[config.mk]
export PLATFORM = sky130hd
export DESIGN_NAME = ex_muldiv_ctrl
export DESIGN_NICKNAME = d
export VERILOG_FILES = /design/src/rtl/muldiv_pkg.sv /design/src/rtl/muldiv_iter_core.sv /design/src/rtl/ex_muldiv_ctrl.sv
export SDC_FILE = /design/constraint.sdc
export NUM_CORES = 1
export LEC_CHECK = 0
export BUFFER_PORTS_ARGS = -buffer_cell sky130_fd_sc_hd__buf_2
export CAP_MARGIN = 30
export CORE_MARGIN = 2
export CORE_UTILIZATION = 36
export CTS_CLUSTER_SIZE = 14
export DETAILED_ROUTE_END_ITERATION = 8
export PLACE_DENSITY = 0.52
export SYNTH_ARGS = -nofsm -noshare
export SYNTH_HDL_FRONTEND = slang
export SYNTH_SLANG_ARGS = --single-unit
[constraint.sdc]
create_clock -name clk -period 5.54 [get_ports clk]
set_clock_uncertainty 0.05 [all_clocks]
set_input_delay 0.554 -clock clk [delete_from_list [all_inputs] [get_ports clk]]
set_output_delay 0.554 -clock clk [all_outputs]
set_load 0.03 [all_outputs]
[src/rtl/muldiv_pkg.sv]
// muldiv_pkg: shared definitions for the RV32M multiply/divide sequencer.
//   MULDIV_FUNCT7  : R-type funct7 that selects the M extension
//   F3_*           : funct3 encodings of the eight M-extension ops
//   md_state_e     : sequencer state encoding (S_IDLE, S_BUSY, S_DONE)
//   helpers        : operand signedness per funct3, magnitude of a 32-bit value
package muldiv_pkg;

  localparam logic [6:0] MULDIV_FUNCT7 = 7'b0000001;

  localparam logic [2:0] F3_MUL    = 3'b000;
  localparam logic [2:0] F3_MULH   = 3'b001;
  localparam logic [2:0] F3_MULHSU = 3'b010;
  localparam logic [2:0] F3_MULHU  = 3'b011;
  localparam logic [2:0] F3_DIV    = 3'b100;
  localparam logic [2:0] F3_DIVU   = 3'b101;
  localparam logic [2:0] F3_REM    = 3'b110;
  localparam logic [2:0] F3_REMU   = 3'b111;

  typedef enum logic [1:0] {
    S_IDLE = 2'd0,
    S_BUSY = 2'd1,
    S_DONE = 2'd2
  } md_state_e;

  // rs1 is treated as signed by MULH, MULHSU, DIV and REM
  function automatic logic f3_a_signed(input logic [2:0] f3);
    return (f3 == F3_MULH) || (f3 == F3_MULHSU) || (f3 == F3_DIV) || (f3 == F3_REM);
  endfunction

  // rs2 is treated as signed by MULH, DIV and REM
  function automatic logic f3_b_signed(input logic [2:0] f3);
    return (f3 == F3_MULH) || (f3 == F3_DIV) || (f3 == F3_REM);
  endfunction

  function automatic logic [31:0] mag32(input logic [31:0] v, input logic neg);
    return neg ? -v : v;
  endfunction

endpackage

[src/rtl/muldiv_iter_core.sv]
// muldiv_iter_core: iterative datapath for the multiply/divide sequencer.
// Holds the 64-bit accumulator {hi, lo}: product for multiply, {remainder,
// quotient} for divide. Operands are reduced to magnitudes on load and the
// sign is restored when the result register is written on finish.
//   clk, reset       : clock, synchronous active-high reset
//   load             : capture funct3, operand magnitudes and sign flags
//   step             : perform one shift-add / restoring-subtract iteration
//   finish           : write result (bypass_value if bypass_en, else the
//                      sign-corrected accumulator after this cycle's step)
//   funct3, op_a/b   : raw operation and operands (used on load)
//   result           : registered result, zero outside the finish cycle
module muldiv_iter_core
  import muldiv_pkg::*;
(
  input  logic        clk,
  input  logic        reset,
  input  logic        load,
  input  logic        step,
  input  logic        finish,
  input  logic [2:0]  funct3,
  input  logic [31:0] op_a,
  input  logic [31:0] op_b,
  input  logic        bypass_en,
  input  logic [31:0] bypass_value,
  output logic [31:0] result
);

  logic [2:0]  f3_q;
  logic [63:0] acc;
  logic [31:0] opnd;
  logic        neg_res;
  logic        neg_rem;

  logic        a_neg;
  logic        b_neg;
  logic [31:0] mag_a;
  logic [31:0] mag_b;
  logic [32:0] mul_sum;
  logic [63:0] mul_next;
  logic [32:0] div_trial;
  logic [31:0] div_sub;
  logic [63:0] div_next;
  logic [63:0] acc_next;
  logic [63:0] prod;
  logic [31:0] quo;
  logic [31:0] rem;
  logic [31:0] corrected;

  always_comb begin
    a_neg = f3_a_signed(funct3) & op_a[31];
    b_neg = f3_b_signed(funct3) & op_b[31];
    mag_a = mag32(op_a, a_neg);
    mag_b = mag32(op_b, b_neg);

    // multiply: lo holds the multiplier, add multiplicand into hi, shift right
    mul_sum  = {1'b0, acc[63:32]} + {1'b0, (acc[0] ? opnd : 32'h0)};
    mul_next = {mul_sum, acc[31:1]};

    // restoring divide: shifted remainder may need 33 bits before the compare
    div_trial = {acc[63:32], acc[31]};
    div_sub   = div_trial[31:0] - opnd;
    if (div_trial >= {1'b0, opnd}) begin
      div_next = {div_sub, acc[30:0], 1'b1};
    end else begin
      div_next = {acc[62:0], 1'b0};
    end

    acc_next = step ? (f3_q[2] ? div_next : mul_next) : acc;

    prod = neg_res ? -acc_next : acc_next;
    quo  = neg_res ? -acc_next[31:0] : acc_next[31:0];
    rem  = neg_rem ? -acc_next[63:32] : acc_next[63:32];

    if (f3_q[2]) begin
      corrected = f3_q[1] ? rem : quo;
    end else begin
      corrected = (f3_q == F3_MUL) ? prod[31:0] : prod[63:32];
    end
  end

  always_ff @(posedge clk) begin
    if (reset) begin
      f3_q    <= 3'b000;
      acc     <= 64'h0;
      opnd    <= 32'h0;
      neg_res <= 1'b0;
      neg_rem <= 1'b0;
      result  <= 32'h0;
    end else begin
      if (load) begin
        f3_q    <= funct3;
        acc     <= {32'h0, (funct3[2] ? mag_a : mag_b)};
        opnd    <= funct3[2] ? mag_b : mag_a;
        neg_res <= a_neg ^ b_neg;
        neg_rem <= a_neg;
      end else begin
        acc <= acc_next;
      end
      result <= finish ? (bypass_en ? bypass_value : corrected) : 32'h0;
    end
  end

endmodule

[src/rtl/ex_muldiv_ctrl.sv]
// ex_muldiv_ctrl: EX-stage sequencer for RV32M multiply/divide.
// Captures the forwarded operands, stalls IF/ID/EX while the iterative core
// runs, then strobes the result for one cycle so the instruction retires.
// Optional macro MULDIV_FAST_MUL_EN: multiplies use a single-cycle 64-bit
// combinational multiplier and finish one cycle after the request.
//   clk, reset          : clock, synchronous active-high reset
//   md_req              : M-extension instruction present in EX
//   md_funct3           : operation select
//   md_op_a, md_op_b    : forwarded rs1 / rs2 values
//   flush               : kill the instruction in EX
//   md_stall            : combinational pipeline freeze
//   md_busy             : registered, high while iterating
//   md_done, md_result  : registered one-cycle result strobe and value
//
// state  | meaning
// S_IDLE | waiting for a request; starts on md_req & !flush
// S_BUSY | one iteration per cycle, cnt 0..ITER-1
// S_DONE | md_done/md_result valid for the retiring instruction
module ex_muldiv_ctrl
  import muldiv_pkg::*;
#(
  parameter int XLEN = 32,
  parameter int ITER = 32
) (
  input  logic            clk,
  input  logic            reset,
  input  logic            md_req,
  input  logic [2:0]      md_funct3,
  input  logic [XLEN-1:0] md_op_a,
  input  logic [XLEN-1:0] md_op_b,
  input  logic            flush,
  output logic            md_stall,
  output logic            md_busy,
  output logic            md_done,
  output logic [XLEN-1:0] md_result
);

  md_state_e   state;
  logic [5:0]  cnt;

  logic        start;
  logic        last_iter;
  logic        div_zero;
  logic        div_ovf;
  logic [31:0] sc_value;
  logic        bypass_en;
  logic [31:0] bypass_value;
  logic        load;
  logic        step;
  logic        finish;

`ifdef MULDIV_FAST_MUL_EN
  logic        fa_neg;
  logic        fb_neg;
  logic [63:0] fprod_mag;
  logic [63:0] fprod;
  logic [31:0] fast_value;

  always_comb begin
    fa_neg     = f3_a_signed(md_funct3) & md_op_a[31];
    fb_neg     = f3_b_signed(md_funct3) & md_op_b[31];
    fprod_mag  = {32'h0, mag32(md_op_a, fa_neg)} * {32'h0, mag32(md_op_b, fb_neg)};
    fprod      = (fa_neg ^ fb_neg) ? -fprod_mag : fprod_mag;
    fast_value = (md_funct3 == F3_MUL) ? fprod[31:0] : fprod[63:32];
  end
`endif

  always_comb begin
    start     = (state == S_IDLE) && md_req && !flush;
    last_iter = (cnt == 6'(ITER - 1));

    // divide by zero and signed overflow resolve without iterating
    div_zero = md_funct3[2] && (md_op_b == 32'h0);
    div_ovf  = md_funct3[2] && !md_funct3[0] &&
               (md_op_a == 32'h8000_0000) && (md_op_b == 32'hFFFF_FFFF);
    if (div_zero) begin
      sc_value = md_funct3[1] ? md_op_a : 32'hFFFF_FFFF;
    end else begin
      sc_value = md_funct3[1] ? 32'h0 : 32'h8000_0000;
    end

`ifdef MULDIV_FAST_MUL_EN
    bypass_en    = div_zero || div_ovf || !md_funct3[2];
    bypass_value = md_funct3[2] ? sc_value : fast_value;
`else
    bypass_en    = div_zero || div_ovf;
    bypass_value = sc_value;
`endif

    load     = start;
    step     = (state == S_BUSY) && !flush;
    finish   = (start && bypass_en) || (step && last_iter);
    md_stall = start || (state == S_BUSY);
  end

  always_ff @(posedge clk) begin
    if (reset) begin
      state   <= S_IDLE;
      cnt     <= 6'd0;
      md_busy <= 1'b0;
      md_done <= 1'b0;
    end else begin
      case (state)
        S_IDLE: begin
          md_done <= 1'b0;
          if (start) begin
            cnt <= 6'd0;
            if (bypass_en) begin
              state   <= S_DONE;
              md_busy <= 1'b0;
              md_done <= 1'b1;
            end else begin
              state   <= S_BUSY;
              md_busy <= 1'b1;
            end
          end
        end
        S_BUSY: begin
          if (flush) begin
            state   <= S_IDLE;
            md_busy <= 1'b0;
          end else if (last_iter) begin
            state   <= S_DONE;
            md_busy <= 1'b0;
            md_done <= 1'b1;
          end else begin
            cnt <= cnt + 6'd1;
          end
        end
        S_DONE: begin
          // md_req here is still the retiring instruction; flush is too late
          state   <= S_IDLE;
          md_done <= 1'b0;
        end
        default: begin
          state   <= S_IDLE;
          md_busy <= 1'b0;
          md_done <= 1'b0;
        end
      endcase
    end
  end

  muldiv_iter_core u_core (
    .clk          (clk),
    .reset        (reset),
    .load         (load),
    .step         (step),
    .finish       (finish),
    .funct3       (md_funct3),
    .op_a         (md_op_a),
    .op_b         (md_op_b),
    .bypass_en    (bypass_en),
    .bypass_value (bypass_value),
    .result       (md_result)
  );

endmodule

==> impl_results.md <==
- Outcome: complete, no violations
- Hold Startpoint: md_req
- CP startpoint: u_core.opnd[10]
- Gr usage total: 0.3295
- Met3 wire length: 6808 um
- CP max FO: 15
- Clock Sinks: 143
- Power Density: 221.2 nW/um^2
- Max transition margin: 0.2975
- Clock power frac: 0.332
- Hold Violations, Final: 0
- Highest clock rate: about 0.19 GHz
- Synthesized flop and latch total: 143
- DRC errors left: 0
- Worst EP arrival: 5.52 ns
- Hold-fix buffers, CTS: 0
- First-pass GRT wire length: 115100 um
- Port-buffer cells: 105
- Max Root-Sink Buffers: 2
- Prevailing post-synth register cell: dfxtp_1
- Met2 wire len: 35400 um
- Site Rows: between 70 and 80
- Largest net degree at the start of global routing: 89
- Vias in the first global route: roughly 17000
- # setup viols final: 0
- Register clock-pin slew on the reported worst setup and hold paths: 0.07 ns
- Multi-input logic area: 12590 um^2
- # placed instances: 2996
- I/O pins: 106
- RSZ-0062 raised after global routing: false
- R2R Setup Slk: ~0.31 ns
- Fin cells: 3029
- WL per Instance: roughly 26 um
- Post-CTS Setup Bufs: 0
- Via density: 6.257
- Die H: 216.7 um
- Final WL: 79120 um
- DR top layer: met4
- Hold WC Path Type: input port to register
- Flop pwr share: 0.281
- Post-synth EDFFs: 0
- Crit end category: register
- Worst slew pin tran: 1.046 ns
- Cell Int Power: 0.002384 W
- FF-to-FF Start: u_core.opnd[10]
- Power consumption: 0.004049 W
- Synthesized area per cell: 6.920 um^2
- Clock root cell: clkbuf_16
- DP HPWL: around 63000 um
- Synth unique cells: 109
- Async SR Flop Fraction: 0
- Initial antenna violation count: 3
- Syn Nets: 2496
- P_sw: 0.001665 W
- Placed Instance Area: 17640 um^2
- Total clock buffers created by CTS: 17
- GRT Residual Overflow: 0
- Die outline width: 216.7 um
- Mapped Cells: ~2400
- Vias: 18950
- Initial DRT Pass Iterations: 5
- Syn Std Cell Area: 16280 um^2
- Register area share after synthesis: 0.1758
- Antenna-violating nets left: 0
- Crit Path Category: register to register
- Area delta synth->final: 12.43%
- Max-Cap Viols: 0
- M1 wire length: 33100 um
- Sequential Area: 2868 um^2
- Fill count: 4734
- GP Congestion: 1.016
- Final Cell Area: 18310 um^2
- Worst skew pair latency: 0.47 ns
- Period minus WS final: roughly 5.2 ns
- Worst Setup Start Kind: register
- Nets: 2566
- Yosys warnings: 0
- Slew Limit Fails: 0
- Worst vdd ir: 0.1734 mV
- Core Box Area: about 44000 um^2
- Combinational share of power: 0.387
- Share of layout cells above drive strength 1: 0.1289
- Total negative slack: 0 ns
- TritonCTS clock tree: built
- Total die area: ~47000 um^2
- Initial detailed-routing violation count: about 2200
- Clock H-tree levels: 4
- Pleak: 7.042 nW
- Starting Density: 0.3666
- Fin crit share: 0.9434
- CP Data Required Time: 5.83 ns
- Switching portion of total power: 0.4113
## cell usage after synthesis (6+ instances only)
cell      count  share of area
buf_2        32         0.0098
xor2_1       70          0.038
nand4b_1      7         0.0038
o21a_1       18         0.0083
or4_1         8         0.0037
nand4_1      35          0.013
nor2_1      293          0.068
o21ai_0     162          0.050
nor3_1       64          0.020
o21bai_1      7         0.0032
o211ai_1     45          0.021
and3_1       15         0.0058
dfxtp_1     143           0.18
inv_1        63          0.015
a22oi_1      10         0.0046
and2_1       49          0.019
o21ai_1       8         0.0025
mux2i_1      51          0.031
a21boi_0      9         0.0041
a21o_1       28          0.013
a21oi_1     248          0.076
a211oi_1     51          0.024
nand3_1      50          0.015
a31oi_1      20         0.0077
o221ai_1     11         0.0059
o32ai_1       7         0.0038
nand2_1     261          0.060
and4_1        6         0.0032
mux2_2       12         0.0083
nand2b_1     19         0.0073
xnor2_1      77          0.041
o22ai_1      18         0.0069
nor4_1       24         0.0092
or2_2         8         0.0031
buf_1        11         0.0025
o22a_1        9         0.0048
clkbuf_1     91          0.021
a311oi_1      6         0.0032
a211o_1       7         0.0038
nor2b_1      24         0.0092
or3_1        28          0.011
a221oi_1      6         0.0032
o31ai_1      28          0.013
ha_1         70          0.054
## cell type report
class / count / share of cell area
sequential: 143 / 0.1567
inverter: 68 / 0.01394
clock buffer: 19 / 0.02365
tap: 592 / 0.04046
multi-input combinational: 1999 / 0.6880
antenna: 1 / 0.0001367
timing repair buffer: 194 / 0.06561
clock inverter: 13 / 0.01155
## metrics by stage
stage	setup slack (ns)	hold slack (ns)	util
floorplan	1.096	0.3903	-
global placement	0.4195	0.4115	0.3970
detailed placement	0.3574	0.4192	0.3972
CTS	0.3511	0.3800	0.4118
global route	0.01882	0.4008	0.4121
finish	0.3135	0.3939	0.4122
## cell families (layout without fill, tap and decap cells)
family          after synthesis  in the layout  synth area share
simple gates                934            934            0.2789
compound gates              782            782            0.3160
buf+inv                     211            294           0.05356
flops                       143            143            0.1758
fa+ha+maj                    72             72           0.05625
other cells                   0              1                 0
mux                          64             64           0.04034
xor+xnor                    147            147           0.07907
## power groups by stage
stage / clock network (W) / registers (W) / logic, W
after floorplan: 0 / 0.00112 / 0.00101
after global placement: 0 / 0.00116 / 0.00151
after detailed placement: 0 / 0.00116 / 0.00152
after CTS: 0.00135 / 0.00113 / 0.00153
after global routing: 0.00139 / 0.00114 / 0.00168
final: 0.00134 / 0.00114 / 0.00157
## per-layer routing
layer | vias to the layer above | track usage
li1 | 8755 | -
met1 | 9109 | 0.4290
met2 | 934 | 0.5207
met3 | 154 | 0.06933
met4 | 0 | 0.1516
met5 | - | 0
## worst max-delay path: stages, from the launching register on
cell and delay [ns]:
dfxtp_1 0.45, inv_1 0.07, ha_1 0.50, nand4_1 0.28, nor2_1 0.23, a21boi_4 0.34
o31a_4 0.36, nor3_1 0.09, o31a_1 0.31, inv_2 0.13, ha_1 0.18, and3_1 0.31
nor4b_4 0.29, nand4_2 0.29, nor2_1 0.30, nand4b_1 0.23, mux2i_1 0.17, a2111oi_0 0.39
a21oi_1 0.12
## path summary, 6_finish.rpt
path / to / cells after the start
worst min-delay path: md_busy / 4
worst max-delay path: u_core.result[22] / 18
worst min register to register: u_core.opnd[30] / 2
worst max register to register: u_core.result[22] / 18
## cells in the final DEF, fill, tap and decap left out, types with 51 or more instances in the layout
cell type    n
a211oi_1    51
a21oi_1    248
buf_2      107
buf_4       86
dfxtp_1    141
ha_1        70
inv_1       63
mux2i_1     51
nand2_1    260
nor2_1     293
nor3_1      64
o21ai_0    162
xnor2_1     77
xor2_1      70
## sequential cells by signal, indices dropped and copies added (netlist names)
| register | count |
|---|---|
| cnt | 6 |
| u_core.neg_res | 1 |
| u_core.opnd | 32 |
| u_core.result | 32 |
| md_busy | 1 |
| md_done | 1 |
| u_core.f3_q | 3 |
| state | 2 |
| u_core.acc | 64 |
| u_core.neg_rem | 1 |
## timing repair
| action | 4_1_cts | 5_1_grt |
|---|---|---|
| endpoints found under the hold margin | 0 | 0 |
| gates resized for setup | 0 | 2 |
| setup endpoints to repair | 0 | 4 |
Note: power is estimated with default switching activity, not from simulation.
